$ cat config.mk
export PLATFORM = sky130hd
export DESIGN_NAME = ascon_ctrl_fsm
export DESIGN_NICKNAME = d
export VERILOG_FILES = /design/src/rtl/ascon_ctrl_fsm_pkg.sv /design/src/rtl/ascon_ctrl_fsm_round_counter.sv /design/src/rtl/ascon_ctrl_fsm.sv
export SDC_FILE = /design/constraint.sdc
export NUM_CORES = 1
export LEC_CHECK = 0
export BUFFER_PORTS_ARGS = -buffer_cell sky130_fd_sc_hd__buf_2
export CAP_MARGIN = 15
export CORE_UTILIZATION = 50
export DETAILED_ROUTE_END_ITERATION = 12
export PLACE_DENSITY = 0.84
export REMOVE_ABC_BUFFERS = 1
export SLEW_MARGIN = 5
export SYNTH_ARGS = -nofsm -noshare
export SYNTH_HDL_FRONTEND = slang
export SYNTH_SLANG_ARGS = --single-unit
$ cat constraint.sdc
create_clock -name clock_i -period 2.3 [get_ports clock_i]
set_clock_uncertainty 0.2 [all_clocks]
set_input_delay 0.23 -clock clock_i [delete_from_list [all_inputs] [get_ports clock_i]]
set_output_delay 0.23 -clock clock_i [all_outputs]
set_load 0.02 [all_outputs]
$ cat src/rtl/ascon_ctrl_fsm_pkg.sv
// Shared state type and round constants for the ASCON-128 control sequencer.
package ascon_pack;

  typedef enum logic [2:0] {
    IDLE,
    INIT,
    WAIT_AD,
    AD,
    WAIT_PT,
    PT,
    FINAL,
    DONE
  } type_ctrl_state;

  localparam logic [3:0] ROUND_P12_START = 4'd0;
  localparam logic [3:0] ROUND_P6_START  = 4'd6;
  localparam logic [3:0] ROUND_LAST      = 4'd11;

endpackage

$ cat src/rtl/ascon_ctrl_fsm_round_counter.sv
// Loadable round counter for the permutation; flags the final round 11.
module round_counter
  import ascon_pack::*;
(
  input  logic       clock_i,
  input  logic       reset_i,
  input  logic       load_i,
  input  logic [3:0] load_val_i,
  input  logic       en_i,
  output logic [3:0] round_o,
  output logic       last_o
);

  logic [3:0] round_q;

  // Load has priority so a phase boundary can wrap straight to the next start round.
  always_ff @(posedge clock_i) begin
    if (reset_i) begin
      round_q <= ROUND_P12_START;
    end else if (load_i) begin
      round_q <= load_val_i;
    end else if (en_i) begin
      round_q <= round_q + 4'd1;
    end else begin
      round_q <= round_q;
    end
  end

  assign round_o = round_q;
  assign last_o  = (round_q == ROUND_LAST);

endmodule

$ cat src/rtl/ascon_ctrl_fsm.sv
// ASCON-128 sequencer: init p12, one AD block p6, NB_BLOCKS PT blocks, final p12.
// Optional macro ASCON_CTRL_ABORT_EN adds abort_i, which returns any busy state to IDLE.
module ascon_ctrl_fsm
  import ascon_pack::*;
#(
  parameter int NB_BLOCKS = 4,
  localparam int IDXW = $clog2(NB_BLOCKS + 1)
) (
  input  logic            clock_i,
  input  logic            reset_i,
`ifdef ASCON_CTRL_ABORT_EN
  input  logic            abort_i,
`endif
  input  logic            start_i,
  input  logic            data_valid_i,
  output logic            data_ready_o,
  output logic [3:0]      round_o,
  output logic            data_sel_o,
  output logic            en_reg_state_o,
  output logic            en_xor_data_o,
  output logic            en_xor_key_o,
  output logic            en_xor_key_end_o,
  output logic            en_xor_lsb_o,
  output logic            en_cipher_o,
  output logic            en_tag_o,
  output logic            cipher_valid_o,
  output logic [IDXW-1:0] block_idx_o,
  output logic            busy_o,
  output logic            done_o
);

  type_ctrl_state  state_q, state_d;
  logic [IDXW-1:0] idx_q, idx_d;
  logic            cipher_valid_q;
  logic            cnt_load_s, cnt_en_s, cnt_last_s, abort_s, xfer_s;
  logic [3:0]      cnt_val_s, cnt_round_s;

`ifdef ASCON_CTRL_ABORT_EN
  assign abort_s = abort_i & (state_q != IDLE);
`else
  assign abort_s = 1'b0;
`endif

  // An abort in the same cycle as a transfer cancels the transfer.
  assign xfer_s = data_valid_i & ~abort_s;

  round_counter u_round_counter (
    .clock_i    (clock_i),
    .reset_i    (reset_i),
    .load_i     (cnt_load_s),
    .load_val_i (cnt_val_s),
    .en_i       (cnt_en_s),
    .round_o    (cnt_round_s),
    .last_o     (cnt_last_s)
  );

  // Next-state, counter control and output decode; WAIT states are Mealy on xfer_s.
  always_comb begin
    state_d          = state_q;
    idx_d            = idx_q;
    cnt_load_s       = 1'b0;
    cnt_val_s        = ROUND_P12_START;
    cnt_en_s         = 1'b0;
    round_o          = cnt_round_s;
    data_ready_o     = 1'b0;
    data_sel_o       = 1'b0;
    en_reg_state_o   = 1'b0;
    en_xor_data_o    = 1'b0;
    en_xor_key_o     = 1'b0;
    en_xor_key_end_o = 1'b0;
    en_xor_lsb_o     = 1'b0;
    en_cipher_o      = 1'b0;
    en_tag_o         = 1'b0;
    done_o           = 1'b0;
    unique case (state_q)
      IDLE, DONE: begin
        done_o = (state_q == DONE);
        if (start_i) begin
          state_d    = INIT;
          idx_d      = '0;
          cnt_load_s = 1'b1;
        end else begin
          state_d = state_q;
        end
      end
      INIT, AD, PT, FINAL: begin
        en_reg_state_o = 1'b1;
        data_sel_o     = (state_q == INIT) && (cnt_round_s == ROUND_P12_START);
        if (cnt_last_s) begin
          cnt_load_s       = 1'b1;
          cnt_val_s        = ROUND_P6_START;
          en_xor_key_end_o = (state_q == INIT);
          en_xor_lsb_o     = (state_q == AD);
          en_tag_o         = (state_q == FINAL);
          if (state_q == INIT) begin
            state_d = WAIT_AD;
          end else if (state_q == FINAL) begin
            state_d   = DONE;
            idx_d     = '0;
            cnt_val_s = ROUND_P12_START;
          end else begin
            state_d = WAIT_PT;
            idx_d   = (state_q == PT) ? idx_q + IDXW'(1) : idx_q;
          end
        end else begin
          cnt_en_s = 1'b1;
        end
      end
      WAIT_AD, WAIT_PT: begin
        data_ready_o = 1'b1;
        if (xfer_s) begin
          en_reg_state_o = 1'b1;
          en_xor_data_o  = 1'b1;
          en_cipher_o    = (state_q == WAIT_PT);
          if (state_q == WAIT_AD) begin
            state_d  = AD;
            cnt_en_s = 1'b1;
          end else if (idx_q == IDXW'(NB_BLOCKS - 1)) begin
            // Last plaintext block is absorbed as round 0 of finalization.
            state_d      = FINAL;
            round_o      = ROUND_P12_START;
            en_xor_key_o = 1'b1;
            cnt_load_s   = 1'b1;
            cnt_val_s    = ROUND_P12_START + 4'd1;
          end else begin
            state_d  = PT;
            cnt_en_s = 1'b1;
          end
        end else begin
          state_d = state_q;
        end
      end
      default: begin
        state_d    = IDLE;
        idx_d      = '0;
        cnt_load_s = 1'b1;
      end
    endcase
    if (abort_s) begin
      state_d    = IDLE;
      idx_d      = '0;
      cnt_load_s = 1'b1;
      cnt_val_s  = ROUND_P12_START;
    end else begin
      state_d = state_d;
    end
  end

  // State, block index and cipher-valid strobe registers.
  always_ff @(posedge clock_i) begin
    if (reset_i) begin
      state_q        <= IDLE;
      idx_q          <= '0;
      cipher_valid_q <= 1'b0;
    end else begin
      state_q        <= state_d;
      idx_q          <= idx_d;
      cipher_valid_q <= en_cipher_o;
    end
  end

  assign cipher_valid_o = cipher_valid_q;
  assign block_idx_o    = idx_q;
  assign busy_o         = (state_q != IDLE) && (state_q != DONE);

endmodule

Word level (Yosys, flattened, before mapping)
Cells that the tools add are included.
{"block": "word_totals", "register_bits": 11, "in_bits": 4, "out_inout_bits": 19, "elab_cells": 86}
{"block": "op_classes", "add_sub_neg": 2, "n_eq_ne": 15, "mux": 53, "reduce_logical": 12}
{"cell": "3-bit two-way mux", "n": 13}
{"cell": "1-bit two-way mux", "n": 26}
{"cell": "4-bit two-way mux", "n": 6}
{"cell": "3-bit == test, second input constant", "n": 4}
{"cell": "3-bit case mux with 2 select lines", "n": 2}
{"cell": "3-bit by 2-bit == test with 1-bit output, second input constant", "n": 3}
{"cell": "3-bit case mux with 3 select lines", "n": 1}
{"cell": "2-bit != test, second input constant", "n": 4}
{"cell": "3-bit != test, second input constant", "n": 2}
{"cell": "5-bit AND reduction", "n": 1}
{"cell": "4-bit by 1-bit adder with 4-bit output, second input constant", "n": 1}
{"cell": "4-bit == test, second input constant", "n": 1}
{"cell": "4-bit logical NOT", "n": 1}
{"cell": "2-bit two-way mux", "n": 2}
{"cell": "1-bit case mux with 2 select lines", "n": 2}
{"cell": "2-bit nonzero test", "n": 2}
{"cell": "2-bit OR reduction", "n": 2}
{"cell": "4-bit OR reduction", "n": 1}
{"cell": "3-bit by 1-bit adder with 3-bit output, second input constant", "n": 1}
{"cell": "3-bit by 1-bit == test with 1-bit output, second input constant", "n": 1}
{"cell": "3-bit logical NOT", "n": 1}
{"cell": "1-bit case mux with 3 select lines", "n": 1}
{"cell": "3-bit AND reduction", "n": 1}
{"cell": "3-bit nonzero test", "n": 1}
{"cell": "1-bit logical AND", "n": 2}

Depth between registers and ports, before layout
Gate-level depths: netlist of run 1.
{"block": "logic_depth", "word_depth": 7, "depth_mapped": 7, "mapped_depth_nobuf": 7}

Hierarchy
A second synthesis of run 1 with hierarchy kept.
{"block": "unflattened", "hier_cells": 110, "area_unflattened_um2": 868.3}
{"module": "ascon_ctrl_fsm", "instances": 1, "cells_per_inst": 86, "area_per_inst_um2": 655.6, "seq_area_each_um2": 140.1}
{"module": "round_counter", "instances": 1, "cells_per_inst": 24, "area_per_inst_um2": 212.7, "seq_area_each_um2": 80.1}

Least setup slack after synthesis of run 1
OpenSTA, ideal clock, no wires.
{"block": "synth_path", "path_type": "register to output", "from": "register state_q[1]", "to": "output round_o[0]", "arrival_time_ns": 1.695, "setup_slack_ns": 0.175, "path_stages_with_launch": 7, "path_buffers": 2, "cell_sequence": "dfxtp_1 -> buf_2 -> buf_2 -> nor3_1 -> nand2_1 -> inv_1 -> nor2_1"}
{"block": "synth_between", "elab_chain_cells": 4}
{"item": "start: declaration", "line_no": "ascon_ctrl_fsm.sv:32", "rtl": "type_ctrl_state state_q, state_d;"}
{"item": "start signal: assignment", "line_no": "ascon_ctrl_fsm.sv:156", "rtl": "state_q <= state_d;"}
{"item": "3-bit by 2-bit == test with 1-bit output", "line_no": "ascon_ctrl_fsm.sv:75, ascon_ctrl_fsm.sv:115"}
{"item": "4-bit two-way mux", "line_no": "ascon_ctrl_fsm.sv:115", "rtl": "if (state_q == WAIT_AD) begin"}
{"item": "4-bit two-way mux", "line_no": "ascon_ctrl_fsm.sv:111", "rtl": "if (xfer_s) begin"}
{"item": "4-bit two-way mux *", "line_no": "ascon_ctrl_fsm.sv:75", "rtl": "unique case (state_q)"}
{"item": "end: declaration", "line_no": "ascon_ctrl_fsm.sv:17", "rtl": "output logic [3:0] round_o,"}
Every way passes the cells marked *; elsewhere a longest branch is shown, timed or not.

Final worst setup path of run 1
{"block": "layout_path", "from": "register idx_q[0], in the netlist block_idx_o[0]", "to": "register u_round_counter.round_q[0], in the netlist u_round_counter.round_o[0]"}
{"block": "layout_between", "elab_chain_cells": 6}
{"item": "start: declaration", "line_no": "ascon_ctrl_fsm.sv:33", "rtl": "logic [IDXW-1:0] idx_q, idx_d;"}
{"item": "start signal: assignment", "line_no": "ascon_ctrl_fsm.sv:157", "rtl": "idx_q <= idx_d;"}
{"item": "3-bit by 2-bit == test with 1-bit output *", "line_no": "ascon_ctrl_fsm.sv:118", "rtl": "end else if (idx_q == IDXW'(NB_BLOCKS - 1)) begin"}
{"item": "1-bit two-way mux", "line_no": "ascon_ctrl_fsm.sv:118"}
{"item": "1-bit two-way mux", "line_no": "ascon_ctrl_fsm.sv:115"}
{"item": "1-bit two-way mux", "line_no": "ascon_ctrl_fsm.sv:111"}
{"item": "1-bit case mux with 3 select lines, or another cell as far along", "line_no": "ascon_ctrl_fsm.sv:75"}
{"item": "4-bit two-way mux or 2-bit nonzero test (tied branches)"}
{"item": "end signal: assignment", "line_no": "ascon_ctrl_fsm_round_counter.sv:21", "rtl": "round_q <= load_val_i;"}
{"item": "end signal: assignment", "line_no": "ascon_ctrl_fsm_round_counter.sv:23", "rtl": "round_q <= round_q + 4'd1;"}
{"item": "end signal: assignment", "line_no": "ascon_ctrl_fsm_round_counter.sv:25", "rtl": "round_q <= round_q;"}
{"item": "end: declaration", "line_no": "ascon_ctrl_fsm_round_counter.sv:14", "rtl": "logic [3:0] round_q;"}
Marks and branches as above.
A chain may end at the register's enable or synchronous reset.

==> results of run 1 <==
-- metal layers --
| layer | vias up | wire, um | track usage [%] |
|---|---|---|---|
| li1 | 491 | - | - |
| met1 | 444 | 952 | 29.8 |
| met2 | 39 | 1060 | 40.9 |
| met3 | 9 | 140 | 6.12 |
| met4 | 0 | 51 | 10.9 |
| met5 | - | 0 | 0 |
-- metrics by stage --
step                      worst slack (ns)  setup TNS [ns]  hold WS (ns)  util, %  std cells
after floorplan                   -0.00310        -0.00620        0.0991        -        113
after global placement               0.202               0         0.259     64.6        164
after detailed placement            0.0472               0         0.266     64.6        164
after CTS                           0.0233               0        0.0832     66.2        168
after global routing               0.00623               0        0.0974     66.6        168
final                                0.149               0        0.0970     66.6        168
-- cell usage after synthesis, drive strengths merged (2+ instances only) --
| library cell | n | share of area (%) |
|---|---|---|
| a21oi | 17 | 9.5 |
| nand2 | 12 | 5.0 |
| dfxtp | 11 | 25 |
| nor2 | 11 | 4.6 |
| nor3 | 10 | 5.6 |
| buf | 7 | 4.2 |
| inv | 6 | 2.5 |
| ha | 4 | 5.6 |
| and2 | 3 | 2.2 |
| nand3 | 3 | 2.2 |
| nor4 | 3 | 2.1 |
| o21ai | 3 | 1.7 |
| a2111oi | 2 | 2.0 |
| a211oi | 2 | 1.7 |
| clkbuf | 2 | 0.84 |
| nand4b | 2 | 2.0 |
| nand4bb | 2 | 2.5 |
| or3 | 2 | 1.4 |
| or3b | 2 | 2.0 |
| xnor2 | 2 | 2.0 |
-- worst max-delay path, cell delays in order, from the launching register on --
cell      delay [ns]
dfxtp_1         0.34
ha_1            0.20
ha_1            0.27
nor4bb_1        0.31
a21oi_1         0.11
a21oi_2         0.28
nor3_1          0.09
a211oi_1        0.25
-- flip-flops by register name, indices dropped and copies added (netlist names) --
register                 count
cipher_valid_o               1
u_round_counter.round_o      4
block_idx_o                  3
state_q                      3
-- where the power goes --
part           total, mW  internal [mW]  switching, mW
Combinational     0.0665         0.0249         0.0417
Sequential         0.204          0.195        0.00894
Clock              0.134         0.0672         0.0664
Total              0.404          0.287          0.117
-- cell usage in the layout, fill, tap and decap left out, types with 2 or more instances in the layout --
cell	n
nand2_1	12
ha_1	4
a2111oi_0	2
a21oi_1	16
inv_1	6
nand4b_1	2
nand3_1	2
xnor2_1	2
a211oi_1	2
buf_4	5
nor4_1	3
or3_1	2
nand4bb_1	2
or3b_1	2
nor3_1	10
o21ai_0	3
buf_2	22
nor2_1	11
and2_1	2
clkbuf_4	3
dfxtp_1	10
-- what timing repair did --
action	in CTS	in global routing
resized for setup	0	2
endpoints found under the setup margin	0	7
hold buffers	0	0
-- logic make-up (layout without fill, tap and decap cells) --
kind of cell	count (synthesis)	after routing	share of synthesized area [%]
buf+inv	15	37	7.53
simple gates	57	57	37.0
compound gates	33	33	23.4
fa+ha+maj	4	4	5.58
xor+xnor	2	2	1.95
flops	11	11	24.5
-- worst paths after layout --
check	slack, ns	from	depth (start not counted)	end
worst min register to register	0.28	block_idx_o[1]	2	block_idx_o[1]
worst max-delay path	0.15	block_idx_o[0]	7	u_round_counter.round_o[0]
worst min-delay path	0.1	reset_i	2	state_q[2]
worst max register to register	0.15	block_idx_o[0]	7	u_round_counter.round_o[0]
-- final cells by class --
type	instances	area (sq um)
fillers	141	533
repair buffers	27	148
clock buffers	4	26.3
multi-input cells	96	613
flip-flops and latches	11	221
inverters	6	22.5
well taps	24	30.0
==> results.md, run 1 <==
- DR DRC count: 0
- Antenna diode count: 0
- CTS tree: built
- CP Max Fanout: 7
- Later-pin clock latency in the skew report: 0.27 ns
- Largest net degree at the start of global routing: 18
- Status: finished clean
- P_leak: a little under 0.5 nW
- Placement-stage cell area: between 1000 and 1500 sq um
- Max-slew violations: 0
- Initial drt markers: 31
- Final Hold Fails: 0
- Synthesized area per cell: around 7.4 sq um
- Row cnt: 14
- Final net count: 153
- Clock transition at the registers of the reported paths: approximately 0.07 ns
- Number of global-route vias before repair: ~820
- Minimum clock period: between 2 and 2.5 ns
- EDFF count, synth: 0
- Global route overflow: 0
- Top Ports: 23
- Initial Util: 56.3%
- Synth async-reset ratio: 0%
- Critical Path RT: around 2.3 ns
- Sequential-to-total area share from yosys stat: roughly 25%
- Hold Path Class: input port to flip-flop
- Final Power: about 0.40 mW
- Die H: around 44 um
- Antenna Nets Post-Route: 0
- Initial antenna violation count: 0
- GRT Total Usage: between 20% and 30%
- PortBufs: 22
- Post-route cell area: 1060 sq um
- Final period util: 93.5%
- Setup violations, final: 0
- Ys Warns: 0
- Layout cells sized above 1: 25.7%
- Clock buffer depth: 2
- Max_cap viols: 0
- DR vias: between 900 and 1,000
- Post-synth top flop: dfxtp_1
- CTS Buf Count: 3
- Element type at the critical path end: flip-flop
- H-tree depth: 1
- Fmax achieved: 465 MHz
- Worst VDD drop: approximately 0.00031 V
- Global-route wire length before repair: 3590 um
- Dpl hpwl: about 1600 um
- RePlAce Congestion: 0.886
- Unrepaired setup endpoints after global routing: no
- Pwr dens: 381 nW/um^2
- Post-CTS setup buffer count: 0
- Startpoint types: flip-flop
- Pre-antenna DRT Iters: 4
- Area Growth Syn to Fin: 18.3%
- Root buf cell: clkbuf_4
- Synthesized instance count: 122
- Core area: between 1500 and 2000 sq um
- DR vias/cell: 5.85
- Least-Margin Pin Slew: ~0.53 ns
- Clock sink count: 11
- Mapped cell area: 897 sq um
- Yosys reg bits: 11
- Distinct cells, synth: 39
- Worst Setup Path Type: flip-flop to flip-flop
- Final WL: 2210 um
- Die Width: between 40 and 50 um
- Crit path DAT: approximately 2.1 ns
- Relative slew slack: roughly 64%
- Per-cell routed wire length: approximately 13 um
- Die footprint: slightly below 2000 sq um
(Power assumes the default switching activity.)
==> run 2: changes to the inputs <==
--- a/config.mk
+++ b/config.mk
@@ -5,12 +5,14 @@
 export SDC_FILE = /design/constraint.sdc
 export NUM_CORES = 1
 export LEC_CHECK = 0
+export ABC_AREA = 1
 export BUFFER_PORTS_ARGS = -buffer_cell sky130_fd_sc_hd__buf_2
 export CAP_MARGIN = 15
 export CORE_UTILIZATION = 50
 export DETAILED_ROUTE_END_ITERATION = 12
-export PLACE_DENSITY = 0.84
+export PLACE_DENSITY_LB_ADDON = 0.3
 export REMOVE_ABC_BUFFERS = 1
+export SETUP_SLACK_MARGIN = 0.2
 export SLEW_MARGIN = 5
 export SYNTH_ARGS = -nofsm -noshare
 export SYNTH_HDL_FRONTEND = slang
==> run 2 against run 1 <==
Fmax increased by 7.1%. Via count shrank 7.7%. Clock power about the same. Non-clock buffer count decreased by 4. First-iteration DRC count is 16% lower. Register-to-register slack gained 0.41 ns. Synthesized cell count is 9.0% higher. Sequential share of layout area down 0.37 points. Design area grew 2.9%. Global-route usage is 2.2 points lower. Sequential power is 71% higher. Worst hold slack gained 0.12 ns. Critical path type is now flip-flop to output port. Largest cell class unchanged. Highest routed layer unchanged.
==> results.md, run 2 <==
- Status: finished clean
- Post-Synth Simple-Gate Area: between 40% and 50%
- Psw: about 0.92 mW
- Synthesized area per cell: about 7.1 sq um
- Fmax achieved: 498 MHz
- Final WL: around 2000 um
- Relative slew slack: roughly 80%
- XOR/XNOR Fraction of Synth Area: less than 1%
- Most frequent cells in the layout: nand2_1 (26), nor2_1 (25), buf_2 (21)
- Initial drt markers: 26
- Element type at the critical path end: output port
- Die H: between 40 and 50 um
- Sequential-to-total area share from yosys stat: a little under a quarter
- Dpl hpwl: between 1500 and 2000 um
- DR DRC count: 0
- Clock share of power: just over 8%
- Synthesized instance count: 133
- Per-cell routed wire length: around 11 um
- Combinational Power Share: between 70 and 80%
- CTS Buf Count: 3
- Antenna Nets Post-Route: 0
- H-tree depth: 1
- Post-CTS setup buffer count: 0
- Global route overflow: 0
- DR vias/cell: around 5.0
- Setup TNS: 0 ns
- Initial antenna violation count: 0
- Row cnt: 15
- Crit path DAT: about 1.6 ns
- Number of global-route vias before repair: 762
- Synth area leaders: dfxtp_1 (23%), nand2_1 (10%), nor2_1 (10%)
- Die Width: between 40 and 50 um
- Layout cells sized above 1: between 30 and 40%
- Count leader, synth: nand2_1
- RePlAce Congestion: around 0.85
- Largest family of logic cells by synthesized area: simple AND/OR/NAND/NOR gates
- Final Hold Fails: 0
- Core area: about 1700 sq um
- Pre-antenna DRT Iters: 4
- Final net count: 166
- Sequential Power Share: approximately a fifth
- GRT Total Usage: approximately 22%
- Post-Synth Adder-Cell Area: 5.33%
- Worst Setup Path Type: flip-flop to output port
- Clock buffer depth: 2
- Yosys reg bits: 11
- Hold path startpoint: data_valid_i
- Critical Path Start: state_q[1]
- PortBufs: 22
- Final period util: ~87%
- Clock transition at the registers of the reported paths: ~0.07 ns
- Synth async-reset ratio: 0%
- Max-slew violations: 0
- Max FFs per register: 4
- Commonest non-fill, non-tap cell in the layout: nand2_1
- Initial Util: around 54%
- Area Growth Syn to Fin: 16.2%
- Global-route wire length before repair: roughly 3200 um
- DR vias: 907
- Mux cell area share after synthesis: 0%
- Pwr dens: about 1500 nW/um^2
- Top cell type's share of synthesized area: a little under a quarter
- Startpoint types: flip-flop
- Top Ports: 23
- Post-synth top flop: dfxtp_1
- Setup violations, final: 0
- Ys Warns: 0
- EDFF count, synth: 0
- Critical Path RT: about 1.9 ns
- CTS tree: built
- Least-Margin Pin Slew: approximately 0.27 ns
- Clock sink count: 11
- Die footprint: between 2000 and 2500 sq um
- Minimum clock period: 2.01 ns
- Area fraction in compound gates after synthesis: between 10% and 20%
- CP Max Fanout: 8
- Antenna diode count: 0
- Root buf cell: clkbuf_4
- Max_cap viols: 0
- Layout Utilization: a little over three fifths
- Unrepaired setup endpoints after global routing: no
- Setup WS post-layout: about 0.29 ns
- Later-pin clock latency in the skew report: 0.27 ns
- P_leak: 0.578 nW
- Distinct cells, synth: 25
- Switch share: a little under three fifths
- Setup WS pre-CTS: 0.416 ns
- Largest net degree at the start of global routing: 9
- Int Pwr: 0.723 mW
- Area leader, netlist: dfxtp_1
- Worst r2r src: u_round_counter.round_o[0]
- Mapped cell area: 940 sq um
- Worst VDD drop: 0.000719 V
- Most frequent cells after synthesis: nand2_1 (26), nor2_1 (25), inv_1 (13), dfxtp_1 (11)
- Hold Path Class: input port to flip-flop
==> run 2: area by class of cell <==
| type | instances | area (sq um) |
|---|---|---|
| inverter | 21 | 78.8 |
| fill | 170 | 653 |
| timing repair buffer | 23 | 123 |
| clock buffer | 4 | 26.3 |
| sequential | 11 | 224 |
| multi-input combinational | 98 | 609 |
| tap | 25 | 31.3 |
==> run 2: stage by stage <==
stage                     power (mW)  std cells  hold WS, ns  area [sq um]
after floorplan                 1.25        130       0.0991           906
after global placement          1.46        177        0.279          1050
after detailed placement        1.50        177        0.296          1050
after CTS                       1.65        182        0.208          1090
after global routing            1.79        182        0.227          1090
final                           1.65        182        0.215          1090
==> run 2: critical path: stages, from the launching register on <==
cell and delay [ns]:
dfxtp_2 0.49, nor2_8 0.08, nand2_4 0.12, nand2_4 0.08, inv_2 0.06, nor2_1 0.04
or2_2 0.27, buf_2 0.16
==> run 2: worst paths after layout <==
| kind | end | slack, ns | depth (start not counted) |
|---|---|---|---|
| hold reg to reg | block_idx_o[0] | 0.31 | 2 |
| setup / recovery | en_reg_state_o | 0.29 | 7 |
| hold / removal | state_q[1] | 0.21 | 5 |
| setup reg to reg | u_round_counter.round_o[0] | 0.56 | 10 |
==> run 2: cell families after synthesis <==
family          after synthesis
buf+inv                      24
compound gates               14
xor+xnor                      1
flops                        11
fa+ha+maj                     4
simple gates                 79
==> run 2: per-layer routing <==
metal / wire length (um) / vias to the layer above / global-route usage, %
li1: - / 468 / -
met2: 932 / 38 / 34.2
met1: 904 / 396 / 28.8
met4: 35 / 0 / 11.5
met3: 176 / 5 / 6.00
met5: 0 / - / 0
==> run 2: power groups by stage <==
stage	registers [mW]	clock network (mW)	logic, mW
after floorplan	0.344	0	0.910
after global placement	0.341	0	1.12
after detailed placement	0.347	0	1.15
after CTS	0.348	0.140	1.16
after global routing	0.359	0.148	1.28
final	0.348	0.135	1.16
==> run 2: what timing repair did <==
item | CTS | global route
pin swaps | 0 | 1
hold buffers | 1 | 0
setup endpoints to repair | 1 | 1
resized for setup | 3 | 2
hold endpoints to repair | 1 | 0
==> run 3: changes to the inputs <==
--- a/config.mk
+++ b/config.mk
@@ -10,6 +10,7 @@
 export CAP_MARGIN = 15
 export CORE_UTILIZATION = 50
 export DETAILED_ROUTE_END_ITERATION = 12
+export MAX_ROUTING_LAYER = met4
 export PLACE_DENSITY_LB_ADDON = 0.3
 export REMOVE_ABC_BUFFERS = 1
 export SETUP_SLACK_MARGIN = 0.2
==> run 3 against run 2 <==
Combinational power about the same. Largest power group unchanged. Worst hold slack worse by 0.0038 ns. Non-clock buffer count unchanged. Core utilization down 0.14 points. Global-route usage up 0.41 points. Die area unchanged. Highest routed layer unchanged. First-iteration DRC count down 12%.
==> results.md, run 3 (synthesis results as in run 2) <==
- Layout Utilization: between 60% and 70%
- Initial Util: roughly 54%
- P_leak: 0.578 nW
- Clock sink count: 11
- Stages on the worst setup path: 7
- DR vias: about 900
- Setup crit end: en_reg_state_o
- WHS: between 0.2 and 0.25 ns
- Final Hold Fails: 0
- Final net count: around 170
- Row cnt: 15
- DR vias/cell: 5.01
- Root buf cell: clkbuf_4
- Worst path cell trace: nor2_8 > nand2_4 > nand2_4 > inv_2 > nor2_1 > or2_2 > buf_2
- Status: finished clean
- Die H: approximately 45 um
- Switch share: 56.1%
- Antenna diode count: 0
- CTS Buf Count: 3
- Max_cap viols: 0
- Post-CTS setup buffer count: 0
- CP bufs+invs: 2
- Global route overflow: 0
- Final period util: 87.5%
- PortBufs: 22
- Max-slew violations: 0
- Initial antenna violation count: 0
- Critical Path Start: state_q[1]
- Pwr dens: around 1500 nW/um^2
- GRT Total Usage: 22.8%
- CP Max Fanout: 8
- Clock share of power: under 10%
- Element type at the critical path end: output port
- Layout cells sized above 1: 36.9%
- Antenna Nets Post-Route: 0
- Hold path startpoint: data_valid_i
- Top Ports: 23
- Most frequent cells in the layout: nand2_1 (26), nor2_1 (25), buf_2 (21)
- CP max-delay cell: dfxtp_2
- Psw: approximately 0.93 mW
- Crit path DAT: ~1.6 ns
- Number of global-route vias before repair: between 700 and 800
- Later-pin clock latency in the skew report: ~0.27 ns
- Minimum clock period: slightly above 2 ns
- Worst R2R End: u_round_counter.round_o[0]
- RePlAce Congestion: roughly 0.86
- Largest delay share family, worst path: simple AND/OR/NAND/NOR gates
- Relative slew slack: about 82%
- Hold Path Class: input port to flip-flop
- Dpl hpwl: between 1500 and 2000 um
- Worst r2r src: u_round_counter.round_o[0]
- FF-to-FF path depth: 10
- Core area: 1750 sq um
- Sequential Power Share: 21.1%
- Startpoint types: flip-flop
- Clock transition at the registers of the reported paths: about 0.070 ns
- Commonest non-fill, non-tap cell in the layout: nand2_1
- Worst Setup Path Type: flip-flop to output port
- Reg2reg setup slack: 0.54 ns
- Unrepaired setup endpoints after global routing: no
- Max FFs per register: 4
- Int Pwr: ~0.72 mW
- Worst VDD drop: 0.000727 V
- Setup TNS: 0 ns
- Critical Path RT: about 1.9 ns
- Die Width: approximately 45 um
- Fmax achieved: ~500 MHz
- Combinational Power Share: a little over two thirds
- Final WL: 2070 um
- Die footprint: 2060 sq um
- Global-route wire length before repair: ~3200 um
- Least-Margin Pin Slew: 0.277 ns
- H-tree depth: 1
- DR DRC count: 0
- Largest net degree at the start of global routing: 9
- Initial drt markers: 23
- Setup violations, final: 0
- Per-cell routed wire length: between 10 and 15 um
- Most frequent cell on the critical path: nand2_4
- CP max stage delay: ~0.5 ns
- Pre-antenna DRT Iters: 4
- CTS tree: built
- Area Growth Syn to Fin: 16.0%
- Clock buffer depth: 2
## run 3: per-stage QoR
| step | instance area [sq um] | power [mW] | cells | setup WS, ns |
|---|---|---|---|---|
| after CTS | 1090 | 1.65 | 182 | 0.285 |
| final | 1090 | 1.65 | 182 | 0.288 |
| after global placement | 1050 | 1.46 | 177 | 0.467 |
| after global routing | 1090 | 1.79 | 182 | 0.207 |
| after detailed placement | 1050 | 1.50 | 177 | 0.416 |
| after floorplan | 906 | 1.25 | 130 | 0.412 |
## run 3: worst min-delay path by stage
stage	to	slack, ns	cells after the start
3_5_place_dp	state_q[1]	0.30	2
4_1_cts	state_q[1]	0.21	5
6_report	state_q[1]	0.21	5
3_3_place_gp	block_idx_o[0]	0.28	2
2_1_floorplan	state_q[1]	0.1	1
5_1_grt	state_q[2]	0.23	5
## run 3: worst reg2reg max path: stages (launching register included)
cell	delay [ns]
dfxtp_1	0.34
ha_1	0.22
nand3_1	0.24
inv_1	0.14
nand2_1	0.07
nand3_2	0.10
nand2_4	0.08
nand2_1	0.07
nand2_1	0.05
nor2_1	0.11
nor2_1	0.05
## run 3: cell type report
class	count	area (sq um)
sequential	11	224
tap	25	31.3
fill	171	656
timing repair buffer	23	123
inverter	21	78.8
multi-input combinational	98	607
clock buffer	4	26.3
## run 3: repair_timing
action / 4_1_cts / 5_1_grt
hold endpoints to repair: 1 / 0
hold buffers: 1 / 0
endpoints found under the setup margin: 1 / 1
cloned: 0 / 0
resized for setup: 3 / 1
## run 3: layer usage
metal / share of wire [%] / GRT usage, % / vias to the layer above
met5: 0 / - / -
met4: 1.1 / 11.5 / 0
met3: 6.6 / 4.00 / 5
met2: 47 / 34.2 / 44
met1: 45 / 29.3 / 397
li1: - / - / 465
## run 3: power groups by stage
stage / sequential, mW / clock (mW) / combinational, mW
2_1_floorplan: 0.344 / 0 / 0.910
3_3_place_gp: 0.341 / 0 / 1.12
3_5_place_dp: 0.347 / 0 / 1.15
4_1_cts: 0.348 / 0.140 / 1.16
5_1_grt: 0.359 / 0.146 / 1.28
6_report: 0.348 / 0.138 / 1.16
